--- config.mk ---
export PLATFORM = sky130hd
export DESIGN_NAME = fetch_unit
export DESIGN_NICKNAME = d
export VERILOG_FILES = /design/src/rtl/fetch_pkg.sv /design/src/rtl/fetch_unit_next_pc_sel.sv /design/src/rtl/fetch_unit.sv
export SDC_FILE = /design/constraint.sdc
export NUM_CORES = 1
export LEC_CHECK = 0
export BUFFER_PORTS_ARGS = -buffer_cell sky130_fd_sc_hd__buf_4
export CAP_MARGIN = 20
export CORE_UTILIZATION = 50
export CTS_CLUSTER_SIZE = 16
export DETAILED_ROUTE_END_ITERATION = 10
export GPL_TIMING_DRIVEN = 0
export PLACE_DENSITY = 0.83
export SYNTH_ARGS = -nofsm -noshare
export SYNTH_HDL_FRONTEND = slang
export SYNTH_SLANG_ARGS = --single-unit
export TNS_END_PERCENT = 5
--- constraint.sdc ---
create_clock -name clk -period 8.25 [get_ports clk]
set_input_delay 1.2375 -clock clk [delete_from_list [all_inputs] [get_ports clk]]
set_output_delay 1.2375 -clock clk [all_outputs]
set_load 0.03 [all_outputs]
--- src/rtl/fetch_pkg.sv ---
// Shared definitions for the instruction-fetch stage: FSM state encoding,
// the reset instruction (nop), the halting syscall number and a small
// alignment helper used when FETCH_MISALIGN_CHECK_EN is defined.
package fetch_pkg;

  typedef enum logic [1:0] {
    ST_FETCH = 2'd0,
    ST_ISSUE = 2'd1,
    ST_HALT  = 2'd2
  } fetch_state_t;

  // addi x0, x0, 0 -- what decode sees before the first fetch completes
  localparam logic [31:0] NOP_INST = 32'h0000_0013;

  // a7 (x17) value that turns an ecall into a CPU halt; decode evaluates it
  localparam int unsigned HALT_SYSCALL = 10;

  // A fetch target is word-aligned only when its two low bits are zero
  function automatic logic addr_misaligned(input logic [1:0] low_bits);
    return low_bits != 2'b00;
  endfunction

endpackage

--- src/rtl/fetch_unit_next_pc_sel.sv ---
// next_pc_sel: combinational priority mux selecting the PC that follows the
// presented instruction (jalr > jal > taken branch > pc+4). The ecall halt
// is handled by the FSM in fetch_unit, not here.
// Optional feature macro: FETCH_MISALIGN_CHECK_EN -- when defined, flags a
// selected target whose two low bits are non-zero; otherwise the flag is 0.
module next_pc_sel
  import fetch_pkg::*;
#(
  parameter int XLEN = 32
) (
  input  logic [XLEN-1:0] pc,
  input  logic [XLEN-1:0] imm,
  input  logic [XLEN-1:0] rs1_data,
  input  logic            is_jal,
  input  logic            is_jalr,
  input  logic            branch,
  input  logic            bcond,
  output logic [XLEN-1:0] next_pc,
  output logic            target_misaligned
);

  logic [XLEN-1:0] jalr_sum;
  logic [XLEN-1:0] rel_target;
  logic [XLEN-1:0] seq_target;

  assign jalr_sum   = rs1_data + imm;
  assign rel_target = pc + imm;
  assign seq_target = pc + XLEN'(4);

  // Priority select of the next PC; arithmetic wraps silently
  always_comb begin
    next_pc = seq_target;
    if (is_jalr) begin
      next_pc = {jalr_sum[XLEN-1:1], 1'b0};
    end else if (is_jal) begin
      next_pc = rel_target;
    end else if (branch && bcond) begin
      next_pc = rel_target;
    end
  end

`ifdef FETCH_MISALIGN_CHECK_EN
  assign target_misaligned = addr_misaligned(next_pc[1:0]);
`else
  assign target_misaligned = 1'b0;
`endif

endmodule

--- src/rtl/fetch_unit.sv ---
// fetch_unit: holds the architectural PC, fetches one instruction at a time
// from a variable-latency memory and presents it to decode.
// Handshake: imem_req stays high in FETCH until imem_ready; inst_valid stays
// high in ISSUE, with inst/pc stable, until decode answers with inst_ready.
// Optional feature macro: FETCH_MISALIGN_CHECK_EN (misaligned target halts
// the CPU with misaligned=1 instead of loading; see next_pc_sel).
module fetch_unit
  import fetch_pkg::*;
#(
  parameter int              XLEN     = 32,
  parameter logic [XLEN-1:0] RESET_PC = 32'h0000_0000
) (
  input  logic            clk,
  input  logic            reset_n,
  output logic            imem_req,
  output logic [XLEN-1:0] imem_addr,
  input  logic            imem_ready,
  input  logic [31:0]     imem_rdata,
  output logic [31:0]     inst,
  output logic [XLEN-1:0] pc,
  output logic [XLEN-1:0] pc_plus4,
  output logic            inst_valid,
  input  logic            inst_ready,
  input  logic            is_jal,
  input  logic            is_jalr,
  input  logic            branch,
  input  logic            is_ecall,
  input  logic            bcond,
  input  logic [XLEN-1:0] imm,
  input  logic [XLEN-1:0] rs1_data,
  input  logic            ecall_halt,
  output logic            is_halted,
  output logic            misaligned
);

  fetch_state_t    state_q, state_d;
  logic [XLEN-1:0] pc_q, pc_d;
  logic [31:0]     inst_q, inst_d;
  logic            misaligned_q, misaligned_d;

  logic [XLEN-1:0] next_pc;
  logic            target_misaligned;

  // A non-halting ecall simply falls through to pc+4, so the raw flag is
  // not needed; decode already folds it into ecall_halt.
  logic unused_is_ecall;
  assign unused_is_ecall = is_ecall;

  next_pc_sel #(
    .XLEN(XLEN)
  ) u_next_pc_sel (
    .pc               (pc_q),
    .imm              (imm),
    .rs1_data         (rs1_data),
    .is_jal           (is_jal),
    .is_jalr          (is_jalr),
    .branch           (branch),
    .bcond            (bcond),
    .next_pc          (next_pc),
    .target_misaligned(target_misaligned)
  );

  // State and datapath registers; reset overrides everything, HALT included
  always_ff @(posedge clk) begin
    if (!reset_n) begin
      state_q      <= ST_FETCH;
      pc_q         <= RESET_PC;
      inst_q       <= NOP_INST;
      misaligned_q <= 1'b0;
    end else begin
      state_q      <= state_d;
      pc_q         <= pc_d;
      inst_q       <= inst_d;
      misaligned_q <= misaligned_d;
    end
  end

  // Next-state and register-update logic
  always_comb begin
    state_d      = state_q;
    pc_d         = pc_q;
    inst_d       = inst_q;
    misaligned_d = misaligned_q;
    case (state_q)
      ST_FETCH: begin
        if (imem_ready) begin
          inst_d  = imem_rdata;
          state_d = ST_ISSUE;
        end
      end
      ST_ISSUE: begin
        if (inst_ready) begin
          if (ecall_halt) begin
            state_d = ST_HALT;
          end else if (target_misaligned) begin
            // pc keeps the offending instruction's address
            state_d      = ST_HALT;
            misaligned_d = 1'b1;
          end else begin
            pc_d    = next_pc;
            state_d = ST_FETCH;
          end
        end
      end
      ST_HALT: begin
        state_d = ST_HALT;
      end
      default: begin
        state_d = ST_FETCH;
      end
    endcase
  end

  // Moore outputs decoded from the current state
  always_comb begin
    imem_req   = 1'b0;
    inst_valid = 1'b0;
    is_halted  = 1'b0;
    case (state_q)
      ST_FETCH: imem_req   = 1'b1;
      ST_ISSUE: inst_valid = 1'b1;
      ST_HALT:  is_halted  = 1'b1;
      default:  imem_req   = 1'b0;
    endcase
  end

  assign imem_addr  = pc_q;
  assign pc         = pc_q;
  assign pc_plus4   = pc_q + XLEN'(4);
  assign inst       = inst_q;
  assign misaligned = misaligned_q;

endmodule

==> After elaboration in Yosys (flattened, before gate mapping) <==
Index checks and enable logic that the tools add are counted.
{ "word_totals": {"register_bits": 66, "in_bits": 106} }
{ "classes": {"n_addsub": 3, "eq_ne": 4, "muxes": 10, "bitwise_logic": 1, "n_reduce_logical": 5} }
{ "ops": {"columns": ["op", "n"], "rows": [
  ["32-bit 2-to-1 mux", 3],
  ["32-bit adder", 2],
  ["32-bit by 3-bit adder with 32-bit output, second input constant", 1],
  ["2-bit 2-to-1 mux", 3],
  ["2-bit case mux with 3 select lines", 1],
  ["2-bit inequality test, second input constant", 2],
  ["2-bit AND reduction", 2],
  ["1-bit 2-to-1 mux", 3],
  ["3-bit AND reduction", 1],
  ["2-bit by 1-bit == test with 1-bit output, second input constant", 1],
  ["2-bit == test, second input constant", 1],
  ["2-bit zero test", 1],
  ["1-bit logical AND", 1],
  ["1-bit inverter", 1]
]} }

==> Longest topological paths before layout <==
Gate-level depths: netlist of run 1.
{ "logic_depth": {"depth_word": 4, "mapped_depth": 12, "mapped_depth_nobuf": 12} }

==> Cells and area by module <==
Synthesis of run 1 repeated with hierarchy kept, for this count alone.
{ "hier_totals": {"cells_unflattened": 1038, "hier_area_um2": 7641.1} }
{ "modules_own_cells": {"columns": ["mod", "n_inst", "cells_per_inst", "area_each_um2", "seq_area_each_um2"], "rows": [
  ["next_pc_sel", 1, 625, 4325.4, 0.0],
  ["fetch_unit", 1, 413, 3315.7, 1341.3]
]} }

==> Worst setup path after synthesis of run 1 <==
OpenSTA, ideal clock, no wires.
{ "synth_timing": {"kind": "input-to-reg", "start": "input port imm[2]", "end": "register pc_q[30], in the netlist imem_addr[30]", "setup_ns": 0.084, "arrival_time_ns": 3.834, "path_slack_ns": 4.332, "path_stages": 10, "path_buffers": 0, "path_cell_list": "ha_1 > nor2b_4 > o31a_1 > or4b_1 > a221o_1 > a221o_1 > a2111oi_4 > or3_1 > nand3_1 > o31ai_2"} }
{ "synth_between": {"elab_chain_len": 4, "word_cells_on_any_way": 5, "classes_between": "add/sub: 2; mux: 3"} }
{ "synth_rtl": {"columns": ["element", "line_no", "source"], "rows": [
  ["start, declared", "fetch_unit.sv:29", "input logic [XLEN-1:0] imm,"],
  ["32-bit adder", "fetch_unit_next_pc_sel.sv:27", "assign rel_target = pc + imm;"],
  ["32-bit 2-to-1 mux", "fetch_unit_next_pc_sel.sv:37", "end else if (branch && bcond) begin"],
  ["32-bit 2-to-1 mux", "fetch_unit_next_pc_sel.sv:35", "end else if (is_jal) begin"],
  ["32-bit 2-to-1 mux *", "fetch_unit_next_pc_sel.sv:33", "if (is_jalr) begin"],
  ["end signal, assigned", "fetch_unit.sv:72", "pc_q <= pc_d;"],
  ["end, declared", "fetch_unit.sv:37", "logic [XLEN-1:0] pc_q, pc_d;"]
]} }
Mark *: on every way between the ends. The rest lies on a longest branch, timed or not.
A chain may end at the register's enable or synchronous reset.

==> Worst setup path in the final report of run 1 <==
{ "layout_timing": {"start": "input port imm[0]", "end": "register pc_q[26], in the netlist imem_addr[26]"} }
The elaborated chain is that of the path after synthesis.

==> results_dict.tcl, run 1 <==
set metrics [dict create \
    cp.required_ns 8.44 \
    synth_top_area_share 0.1910 \
    worstMarginPinSlew_ns 0.8797 \
    maxSlewHeadroom 0.4114 \
    drv.max_cap_violation_count 0 \
    grt_pass1_vias 7612 \
    grt_remaining_overflow 0 \
    drt-pass1-iter-count 6 \
    finalNetCount 1383 \
    library_cells_used_by_synthesis 66 \
    skew_ns 0.009526 \
    clock_transition_at_the_register_clock_pins_on_the_worst_setup_and_hold_paths_after_cts_ns 0.06 \
    buffer_ports.inserted 235 \
    post-place-ws_ns 3.583 \
    area_growth_syn_to_layout_pct 32.72 \
    post-route-min-period_ns 4.434 \
    cts_buffers 9 \
    routed-via-count 8284 \
    globalplace.congestion 0.9714 \
    syn-cell-area_um2 6917 \
    postCtsSetupRepairBufs 0 \
    drive_above_1_share 0.2430 \
    grt_start_max_net_pins 14 \
    critPathCaptureType "flip-flop" \
    worst_hold_path_type "flip-flop to flip-flop" \
    vdd_drop_max_v 0.00009643 \
    critPathArrivalTime_ns 4.62 \
    floorplan.die_area_um2 14310 \
    route.detailed.drc 0 \
    nFillCells 1232 \
    vias_per_cell 5.943 \
    detail-route-antenna-nets 0 \
    synth_fp_nets 1137 \
    antenna_cells 0 \
    placed_cells 1378 \
    synthSimpleGateAreaFrac 0.2319 \
    synthDominantAreaCellType "sky130_fd_sc_hd__dfxtp_1" \
    cts_root_buffer "sky130_fd_sc_hd__clkbuf_16" \
    final_critical_path_setup_slack_ns 3.816 \
    cts_tree "built" \
    synth-adder-area-share 0.1179 \
    yosys_warnings 0 \
    critical_path_class "primary input to flip-flop" \
    wire_per_inst_um 18.99 \
    drt_iter0_markers 789 \
    final_hold_violating_endpoints 0 \
    row_count 42 \
    synth_compound_gate_area_share 0.2817 \
    post_layout_nonfiller_instances 1394 \
    synth-edff-count 0 \
    die_width_um 119.6 \
    cts_hold_buffers 0 \
    cellLeakagePower_nw 4.262 \
    synth-async-reset-ratio 0 \
    yosys_register_bits 66 \
    main_combinational_cell_family_by_area_after_synthesis "compound AO/OA/AOI/OAI gates" \
    setup_viol 0 \
    postSynth.topFlopCell "sky130_fd_sc_hd__dfxtp_1" \
    synth.yosys.seq_area_share 0.1910 \
    run_status "completed" \
    synth_most_common_cell "sky130_fd_sc_hd__nand2_1" \
    detailed_place_hpwl_um 21420 \
    clock_sinks 66 \
    finalCritPeriodShare 0.5374 \
    design.core.area_um2 13350 \
    grt.total_usage 0.3661 \
    setup-tns-final_ns 0 \
    power_density_nw_per_um2 129.9 \
    clock_latency_ns 0.34 \
    timing.final.max_slew_violations 0 \
    yosys-top-cells-area "sky130_fd_sc_hd__dfxtp_1 (19%), sky130_fd_sc_hd__ha_1 (11%), sky130_fd_sc_hd__a21oi_1 (8.2%)" \
    antenna_found_initial 2 \
    ctsResizeCount 0 \
    power.total_mw 1.192 \
    timing.fmax_ghz 0.2255 \
    post_synthesis_xor_xnor_area_fraction 0.09497 \
    post_synth.cell_area_avg_um2 7.153 \
    total_length_of_routed_wires_um 26480 \
    crit_path_max_fanout 4 \
    die_h_um 119.6 \
    htree_num_levels 3 \
    rsz0062_at_grt "no" \
    initial_utilization 0.5182 \
    global_route_wire_length_before_repair_um 40710 \
    maximum_number_of_buffers_from_clock_root_to_sink 2 \
    top_level_ports 238 \
    postSynthCellCount 967 \
    yosys-mux-area-fraction 0.008683 \
    synth_commonest_cells "sky130_fd_sc_hd__nand2_1 (143), sky130_fd_sc_hd__a21oi_1 (113), sky130_fd_sc_hd__nor2_1 (75)" \
    startpoint_type "primary input" \
]
## registers in the layout (all words and copies together), names as in the netlist
name	count
state_q	2
inst	32
imem_addr	32
## through the flow
stage	instance area, µm²	utilization	hold slack [ns]
floorplan	6917	-	0.5823
global placement	8901	0.6669	0.4434
detailed placement	8901	0.6669	0.4471
CTS	9180	0.6878	0.4552
global route	9180	0.6878	0.4792
finish	9180	0.6878	0.4532
## worst max-delay path: stages
cell                        delay, ns
sky130_fd_sc_hd__buf_4           0.10
sky130_fd_sc_hd__ha_1            0.18
sky130_fd_sc_hd__inv_1           0.06
sky130_fd_sc_hd__fa_1            0.38
sky130_fd_sc_hd__nand2b_1        0.20
sky130_fd_sc_hd__a211oi_1        0.45
sky130_fd_sc_hd__o2111ai_1       0.27
sky130_fd_sc_hd__a2bb2oi_1       0.53
sky130_fd_sc_hd__a21oi_1         0.22
sky130_fd_sc_hd__o21ai_0         0.40
sky130_fd_sc_hd__xor2_1          0.21
sky130_fd_sc_hd__a221oi_1        0.28
sky130_fd_sc_hd__o22ai_1         0.11
## cell type report
class,count,area (µm²),share of cell area
buffer,78,424.2,0.04620
inverter,22,82.58,0.008996
timing repair buffer,235,1764,0.1922
multi-input combinational,801,5089,0.5543
clock inverter,7,53.80,0.005861
sequential,66,1321,0.1439
tap,176,220.2,0.02399
clock buffer,9,225.2,0.02453
## metal layers
layer / GRT usage / vias up / wire length, µm
met5: 0 / - / 9
met4: 0.1469 / 2 / 767
met3: 0.09458 / 55 / 2926
met2: 0.5733 / 476 / 11790
met1: 0.4769 / 3783 / 10980
li1: - / 3968 / -
## cell families (layout without fill, tap and decap cells)
kind of cell    Yosys count  in the layout
buf+inv                 100            351
other cells               1              1
simple gates            347            347
compound gates          308            308
fa+ha+maj                64             64
mux                       6              6
flops                    66             66
xor+xnor                 75             75
## layout by cell type (no fill, tap or decap), types with 4 or more instances in the layout
master                        n
sky130_fd_sc_hd__a211oi_1    20
sky130_fd_sc_hd__a21o_1      27
sky130_fd_sc_hd__a21oi_1    113
sky130_fd_sc_hd__a221oi_1     8
sky130_fd_sc_hd__a31oi_1      8
sky130_fd_sc_hd__and2_1       6
sky130_fd_sc_hd__and3_1       5
sky130_fd_sc_hd__and4_1       4
sky130_fd_sc_hd__buf_4      270
sky130_fd_sc_hd__clkbuf_1    42
sky130_fd_sc_hd__clkbuf_16    9
sky130_fd_sc_hd__dfxtp_1     66
sky130_fd_sc_hd__ha_1        62
sky130_fd_sc_hd__inv_1       20
sky130_fd_sc_hd__mux2i_1      6
sky130_fd_sc_hd__nand2_1    143
sky130_fd_sc_hd__nand2b_1    10
sky130_fd_sc_hd__nand3_1     34
sky130_fd_sc_hd__nand3b_1     4
sky130_fd_sc_hd__nand4_1     18
sky130_fd_sc_hd__nor2_1      75
sky130_fd_sc_hd__nor2b_1      4
sky130_fd_sc_hd__nor3_1      24
sky130_fd_sc_hd__o211ai_1    11
sky130_fd_sc_hd__o21a_1      10
sky130_fd_sc_hd__o21ai_0     58
sky130_fd_sc_hd__o21bai_1    14
sky130_fd_sc_hd__o31ai_1      4
sky130_fd_sc_hd__xnor2_1     49
sky130_fd_sc_hd__xor2_1      26
## worst paths after layout
| kind | from | endpoint | slack, ns | depth (start not counted) |
|---|---|---|---|---|
| max | imm[0] | imem_addr[26] | 3.82 | 13 |
| min | inst[16] | inst[16] | 0.45 | 2 |
| min reg2reg | inst[16] | inst[16] | 0.45 | 2 |
| max reg2reg | imem_addr[0] | imem_addr[26] | 4.33 | 12 |
## report_power, final
part / internal [mW] / switching (mW) / leakage (nW)
clock: 0.205 / 0.153 / 0.128
combinational: 0.188 / 0.290 / 3.60
sequential: 0.335 / 0.0212 / 0.539
Power figures use the tool's default switching activity.
==> inputs of run 2 (changes only) <==
- ABC_AREA: unset -> 1
- CORE_UTILIZATION: 50 -> 49
- PLACE_DENSITY: 0.83 -> 0.82
- clock period: 8.25 -> 3.93 ns (I/O delays scaled with it)
==> run 2 against run 1 <==
  * Wire length is 24% higher
  * Register-to-register slack worse by 2.9 ns
  * Area after synthesis grew 24%
  * Largest power group unchanged
  * Critical path depth decreased by 6
  * Setup slack got worse by 2.9 ns
  * Synthesized cell count grew 65%
  * Core utilization is 5.3 points lower
  * Via count grew 32%
  * Clock skew is 0.0038 ns lower
  * Cell area up 19%
  * Power grew to 2.6 times the previous value
  * Sequential cell count unchanged
==> results_dict.tcl, run 2 <==
set metrics [dict create \
    detail-route-antenna-nets 0 \
    finalNetCount 2007 \
    buffer_ports.inserted 234 \
    floorplan.die_area_um2 18040 \
    synth-async-reset-ratio 0 \
    row_count 48 \
    postCtsSetupRepairBufs 0 \
    cellLeakagePower_nw 6.302 \
    library_cells_used_by_synthesis 41 \
    leading_cell_type_in_the_layout_fill_and_taps_excluded "sky130_fd_sc_hd__nand2_1" \
    worstSetupStartpoint "imem_addr[3]" \
    cp_slowest_stage_delay_ns 0.45 \
    global_route_wire_length_before_repair_um 49470 \
    antenna_cells 0 \
    initial_utilization 0.4993 \
    post-place-ws_ns 1.215 \
    cts_hold_buffers 0 \
    yosys_register_bits 66 \
    grt.total_usage 0.3559 \
    post-route-min-period_ns 2.989 \
    syn-cell-area_um2 8576 \
    hold-worst-slack_ns 0.4531 \
    drt-pass1-iter-count 5 \
    postSynthCellCount 1592 \
    cts_tree "built" \
    synthDominantAreaCellType "sky130_fd_sc_hd__nand2_1" \
    synth.yosys.seq_area_share 0.1541 \
    die_h_um 134.3 \
    area_growth_syn_to_layout_pct 27.12 \
    htree_num_levels 3 \
    skew_ns 0.005687 \
    synth_top_area_share 0.2324 \
    route.detailed.drc 0 \
    critPathArrivalTime_ns 2.40 \
    globalplace.congestion 0.9874 \
    synth_most_common_cell "sky130_fd_sc_hd__nand2_1" \
    min_from "imem_rdata[4]" \
    synth_fp_nets 1762 \
    final_hold_violating_endpoints 0 \
    critPathCaptureType "primary output" \
    worstMarginPinSlew_ns 0.7536 \
    critical_path.cell_chain "ha_1 > nand2_1 > nor2_4 > nand2_2 > nor3_2 > xor2_1 > buf_4" \
    top_level_ports 238 \
    crit_path_max_fanout 6 \
    startpoint_type "flip-flop" \
    total_length_of_routed_wires_um 32710 \
    worst_hold_path_type "primary input to flip-flop" \
    setup_viol 0 \
    grt_pass1_vias 9970 \
    setup-tns-final_ns 0 \
    critical_path_class "flip-flop to primary output" \
    postLayoutCellArea_um2 10900 \
    postPlaceCellArea_um2 10610 \
    design.core.area_um2 17180 \
    timing.final.max_slew_violations 0 \
    vias_per_cell 5.301 \
    critical-path-top-delay-family "simple AND/OR/NAND/NOR gates" \
    detailed_place_hpwl_um 27510 \
    vdd_drop_max_v 0.0002640 \
    finalCritPeriodShare 0.7606 \
    grt_start_max_net_pins 15 \
    path_buf_inv 1 \
    maximum_number_of_buffers_from_clock_root_to_sink 2 \
    cp.required_ns 3.34 \
    rsz0062_at_grt "no" \
    synth-edff-count 0 \
    grt_remaining_overflow 0 \
    run_status "completed" \
    antenna_found_initial 0 \
    setup.reg_to_reg.worst_slack_ns 1.40 \
    clock_sinks 66 \
    crit_path_top_delay_cell "sky130_fd_sc_hd__dfxtp_1" \
    postSynth.topFlopCell "sky130_fd_sc_hd__dfxtp_1" \
    post_synth.cell_area_avg_um2 5.387 \
    nFillCells 1790 \
    drt_iter0_markers 859 \
    post_layout_nonfiller_instances 2067 \
    mostFrequentLayoutCells "sky130_fd_sc_hd__nand2_1 (531), sky130_fd_sc_hd__buf_4 (269), sky130_fd_sc_hd__inv_1 (263)" \
    cts_root_buffer "sky130_fd_sc_hd__clkbuf_16" \
    yosys_warnings 0 \
    placed_cells 2051 \
    r2r-start "imem_addr[0]" \
    timing.fmax_ghz 0.3345 \
    yosys-top-cells-area "sky130_fd_sc_hd__nand2_1 (23%), sky130_fd_sc_hd__dfxtp_1 (15%), sky130_fd_sc_hd__inv_1 (12%)" \
    drive_above_1_share 0.1699 \
    cts_buffers 9 \
    ctsResizeCount 0 \
    power_density_nw_per_um2 282.5 \
    synth_commonest_cells "sky130_fd_sc_hd__nand2_1 (531), sky130_fd_sc_hd__inv_1 (263), sky130_fd_sc_hd__nor2_1 (195)" \
    final_critical_path_setup_slack_ns 0.9407 \
    clock_transition_at_the_register_clock_pins_on_the_worst_setup_and_hold_paths_after_cts_ns 0.06 \
    clock_latency_ns 0.34 \
    die_width_um 134.3 \
    wire_per_inst_um 15.83 \
    maxSlewHeadroom 0.4976 \
    routed-via-count 10957 \
    drv.max_cap_violation_count 0 \
]
[run 2: changes by cell type after synthesis, moves of 10 or more]
cell                       delta
sky130_fd_sc_hd__a21o_1      -26
sky130_fd_sc_hd__nor2_1     +120
sky130_fd_sc_hd__clkbuf_1    -23
sky130_fd_sc_hd__a211oi_1    -19
sky130_fd_sc_hd__xnor2_1     -41
sky130_fd_sc_hd__a21oi_1     -33
sky130_fd_sc_hd__nand3_1     +81
sky130_fd_sc_hd__nand2b_1    -10
sky130_fd_sc_hd__inv_1      +243
sky130_fd_sc_hd__nand2_1    +388
sky130_fd_sc_hd__o21ai_0     +22
[run 2: cell families after synthesis]
kind of cell / after synthesis / share of synthesized area
and+or+nand+nor: 897 / 0.4281
buffers and inverters: 330 / 0.1611
AOI/OAI and AO/OA: 200 / 0.1256
DFF: 66 / 0.1541
adders and majority gates: 64 / 0.09513
xor gates and xnor gates: 34 / 0.03560
other: 1 / 0.0004373
[run 2: through the flow]
step,power (mW),utilization
4_1_cts,3.065,0.6347
5_1_grt,3.246,0.6347
2_1_floorplan,1.755,-
6_report,3.079,0.6347
3_3_place_gp,2.262,0.6179
3_5_place_dp,2.280,0.6179
[run 2: path summary, 6_finish.rpt]
path / endpoint / cells past startpoint
worst min-delay path: inst[4] / 3
worst max register to register: imem_addr[28] / 15
worst min register to register: inst[1] / 2
worst max-delay path: pc_plus4[26] / 7
[run 2: layout make-up]
cell class / count / area [µm²] / share of cell area
inverter: 265 / 994.7 / 0.09124
clock inverter: 7 / 62.56 / 0.005739
timing repair buffer: 234 / 1757 / 0.1611
buffer: 65 / 386.6 / 0.03546
sequential: 66 / 1321 / 0.1212
clock buffer: 9 / 225.2 / 0.02066
tap: 225 / 281.5 / 0.02582
multi-input combinational: 1196 / 5873 / 0.5387
[run 2: worst min-delay path: stages]
cell and delay [ns]:
sky130_fd_sc_hd__buf_4 0.07, sky130_fd_sc_hd__nand2_1 0.04, sky130_fd_sc_hd__nand3_1 0.06
[run 2: layer usage]
layer / routed length (µm) / global-route usage / up-vias
met5: 0 / 0 / -
met4: 1375 / 0.1654 / 0
met3: 2922 / 0.06425 / 89
met2: 15190 / 0.6108 / 518
met1: 13220 / 0.4296 / 4907
li1: - / - / 5443
[run 2: where the power goes]
group | switching [mW] | internal, mW
clock network | 0.346 | 0.438
logic | 0.946 | 0.520
registers | 0.0813 | 0.749
==> inputs of run 3 (changes only) <==
- ABC_AREA: 1 -> 0
- CORE_UTILIZATION: 49 -> 47
- clock period: 3.93 -> 2.46 ns (I/O delays scaled with it)
==> run 3 against run 2 <==
  * The run now ends with negative setup slack left
  * Count of clock-buffer cells in the layout increased by 1
  * Critical path depth is 4 higher
  * Clock power is 61% higher
  * Sequential cell count did not move
  * Cell area decreased by 11%
  * Sequential power up 43%
  * Clock skew is 0.0043 ns higher
  * Core utilization increased by 5.7 points
  * Combinational power up 14%
  * Sequential share of layout area increased by 2.0 points
  * Power up 34%
  * Wire length decreased by 19%
  * Largest cell class unchanged
==> results_dict.tcl, run 3 (same netlist as run 1, synthesis figures left out) <==
set metrics [dict create \
    leading_cell_type_in_the_layout_fill_and_taps_excluded "sky130_fd_sc_hd__buf_4" \
    path_buf_inv 1 \
    grt_remaining_overflow 0 \
    startpoint_type "primary input" \
    grt_pass1_vias 7425 \
    post-place-ws_ns -1.117 \
    detail-route-antenna-nets 0 \
    cellLeakagePower_nw 4.510 \
    multi_input_comb_area_um2 5503 \
    post-route-min-period_ns 3.003 \
    global_route_wire_length_before_repair_um 39590 \
    power_density_nw_per_um2 423.3 \
    drv.max_cap_violation_count 0 \
    area_growth_syn_to_layout_pct 41.01 \
    cts_hold_buffers 0 \
    hold-worst-slack_ns 0.2609 \
    detailed_place_hpwl_um 21150 \
    buffer_ports.inserted 235 \
    initial_utilization 0.4907 \
    vias_per_cell 5.964 \
    critPathArrivalTime_ns 3.26 \
    maxSlewHeadroom 0.4971 \
    power.total_mw 4.128 \
    worst_hold_path_type "primary input to flip-flop" \
    finalCritPeriodShare 1.221 \
    final_hold_violating_endpoints 0 \
    row_count 43 \
    die_h_um 123.3 \
    die_width_um 123.3 \
    nFillCells 1226 \
    clock_sinks 66 \
    cts_tree "built" \
    total_length_of_routed_wires_um 26650 \
    rsz0062_at_grt "yes" \
    critPathMostFrequentCell "sky130_fd_sc_hd__a221o_1" \
    skew_ns 0.009941 \
    worstMarginPinSlew_ns 0.7515 \
    cts_root_buffer "sky130_fd_sc_hd__clkbuf_16" \
    grt.total_usage 0.3412 \
    failed_checks "negative setup slack" \
    cp_slowest_stage_delay_ns 0.50 \
    final_util 0.6919 \
    final_critical_path_setup_slack_ns -0.5432 \
    cp.required_ns 2.72 \
    globalplace.congestion 1.003 \
    floorplan.die_area_um2 15210 \
    wire_per_inst_um 18.95 \
    drt_iter0_markers 865 \
    grt_start_max_net_pins 12 \
    setup-tns-final_ns -8.882 \
    maximum_number_of_buffers_from_clock_root_to_sink 2 \
    cts_buffers 9 \
    timing.fmax_ghz 0.3330 \
    vdd_drop_max_v 0.0003215 \
    mostFrequentLayoutCells "sky130_fd_sc_hd__buf_4 (274), sky130_fd_sc_hd__nand2_1 (142), sky130_fd_sc_hd__a21oi_1 (111)" \
    finalNetCount 1391 \
    design.core.area_um2 14100 \
    critical_path.cell_chain "buf_8 > ha_4 > nor2b_4 > o31a_1 > or4b_1 > a221o_1 > a221o_1 > a2111oi_4 > or3_1 > nand3_2 > o31ai_2" \
    critical_path_class "primary input to flip-flop" \
    critical-path-top-delay-family "compound AO/OA/AOI/OAI gates" \
    seq_area_um2 1379 \
    clock_transition_at_the_register_clock_pins_on_the_worst_setup_and_hold_paths_after_cts_ns 0.06 \
    crit_path_top_delay_cell "sky130_fd_sc_hd__or4b_1" \
    routed-via-count 8385 \
    route.detailed.drc 0 \
    drt-pass1-iter-count 5 \
    drive_above_1_share 0.3173 \
    antenna_cells 0 \
    top_level_ports 238 \
    crit_path_max_fanout 4 \
    critPathCaptureType "flip-flop" \
    setup_viol 36 \
    run_status "finished, violations left" \
    timing.final.max_slew_violations 0 \
    clock_latency_ns 0.34 \
    antenna_found_initial 0 \
    htree_num_levels 3 \
]
[run 3: cell type report]
| cell class | count | area share |
|---|---|---|
| plain buffers | 78 | 0.04426 |
| clock buffers | 10 | 0.02348 |
| clock inverters | 6 | 0.005901 |
| inverters | 22 | 0.008724 |
| multi-input cells | 801 | 0.5642 |
| flip-flops and latches | 66 | 0.1414 |
| well taps | 180 | 0.02309 |
| repair buffers | 243 | 0.1890 |
[run 3: repair_timing]
item	CTS	global route
gates resized for setup	91	26
endpoints found under the setup margin	39	43
setup buffers	5	3
pin swaps	20	5
[run 3: final timing paths]
kind         cells after the start          start  slack (ns)            end
max                             11         imm[2]       -0.54  imem_addr[30]
min                              3  imem_rdata[4]        0.26        inst[4]
max reg2reg                     12   imem_addr[0]       -0.50  imem_addr[20]
min reg2reg                      2       inst[17]        0.45       inst[17]
[run 3: layer usage]
layer | share of wire | vias to the layer above | track usage
li1 | - | 3982 | -
met1 | 0.40 | 3833 | 0.4515
met2 | 0.46 | 519 | 0.5499
met3 | 0.12 | 51 | 0.06827
met4 | 0.026 | 0 | 0.1167
met5 | 0 | - | 0
[run 3: report_power, final]
part | total (mW) | internal [mW] | leakage (nW) | switching, mW
clock | 1.26 | 0.777 | 0.142 | 0.480
sequential | 1.19 | 1.12 | 0.553 | 0.0728
combinational | 1.68 | 0.677 | 3.82 | 1.00
[run 3: metrics by stage]
stage               instance area [µm²]  cells
floorplan                          6975    967
global placement                   8965   1382
detailed placement                 8965   1382
CTS                                9615   1403
global route                       9753   1406
finish                             9753   1406
[run 3: worst reg2reg max path: cells and delay by family, from the launching register on]
family / cells / cell delay [ns]
xor+xnor: 1 / 0.28
fa+ha+maj: 2 / 0.49
buf+inv: 1 / 0.05
mux: 1 / 0.17
simple gates: 2 / 0.36
flops: 1 / 0.39
compound gates: 5 / 1.14
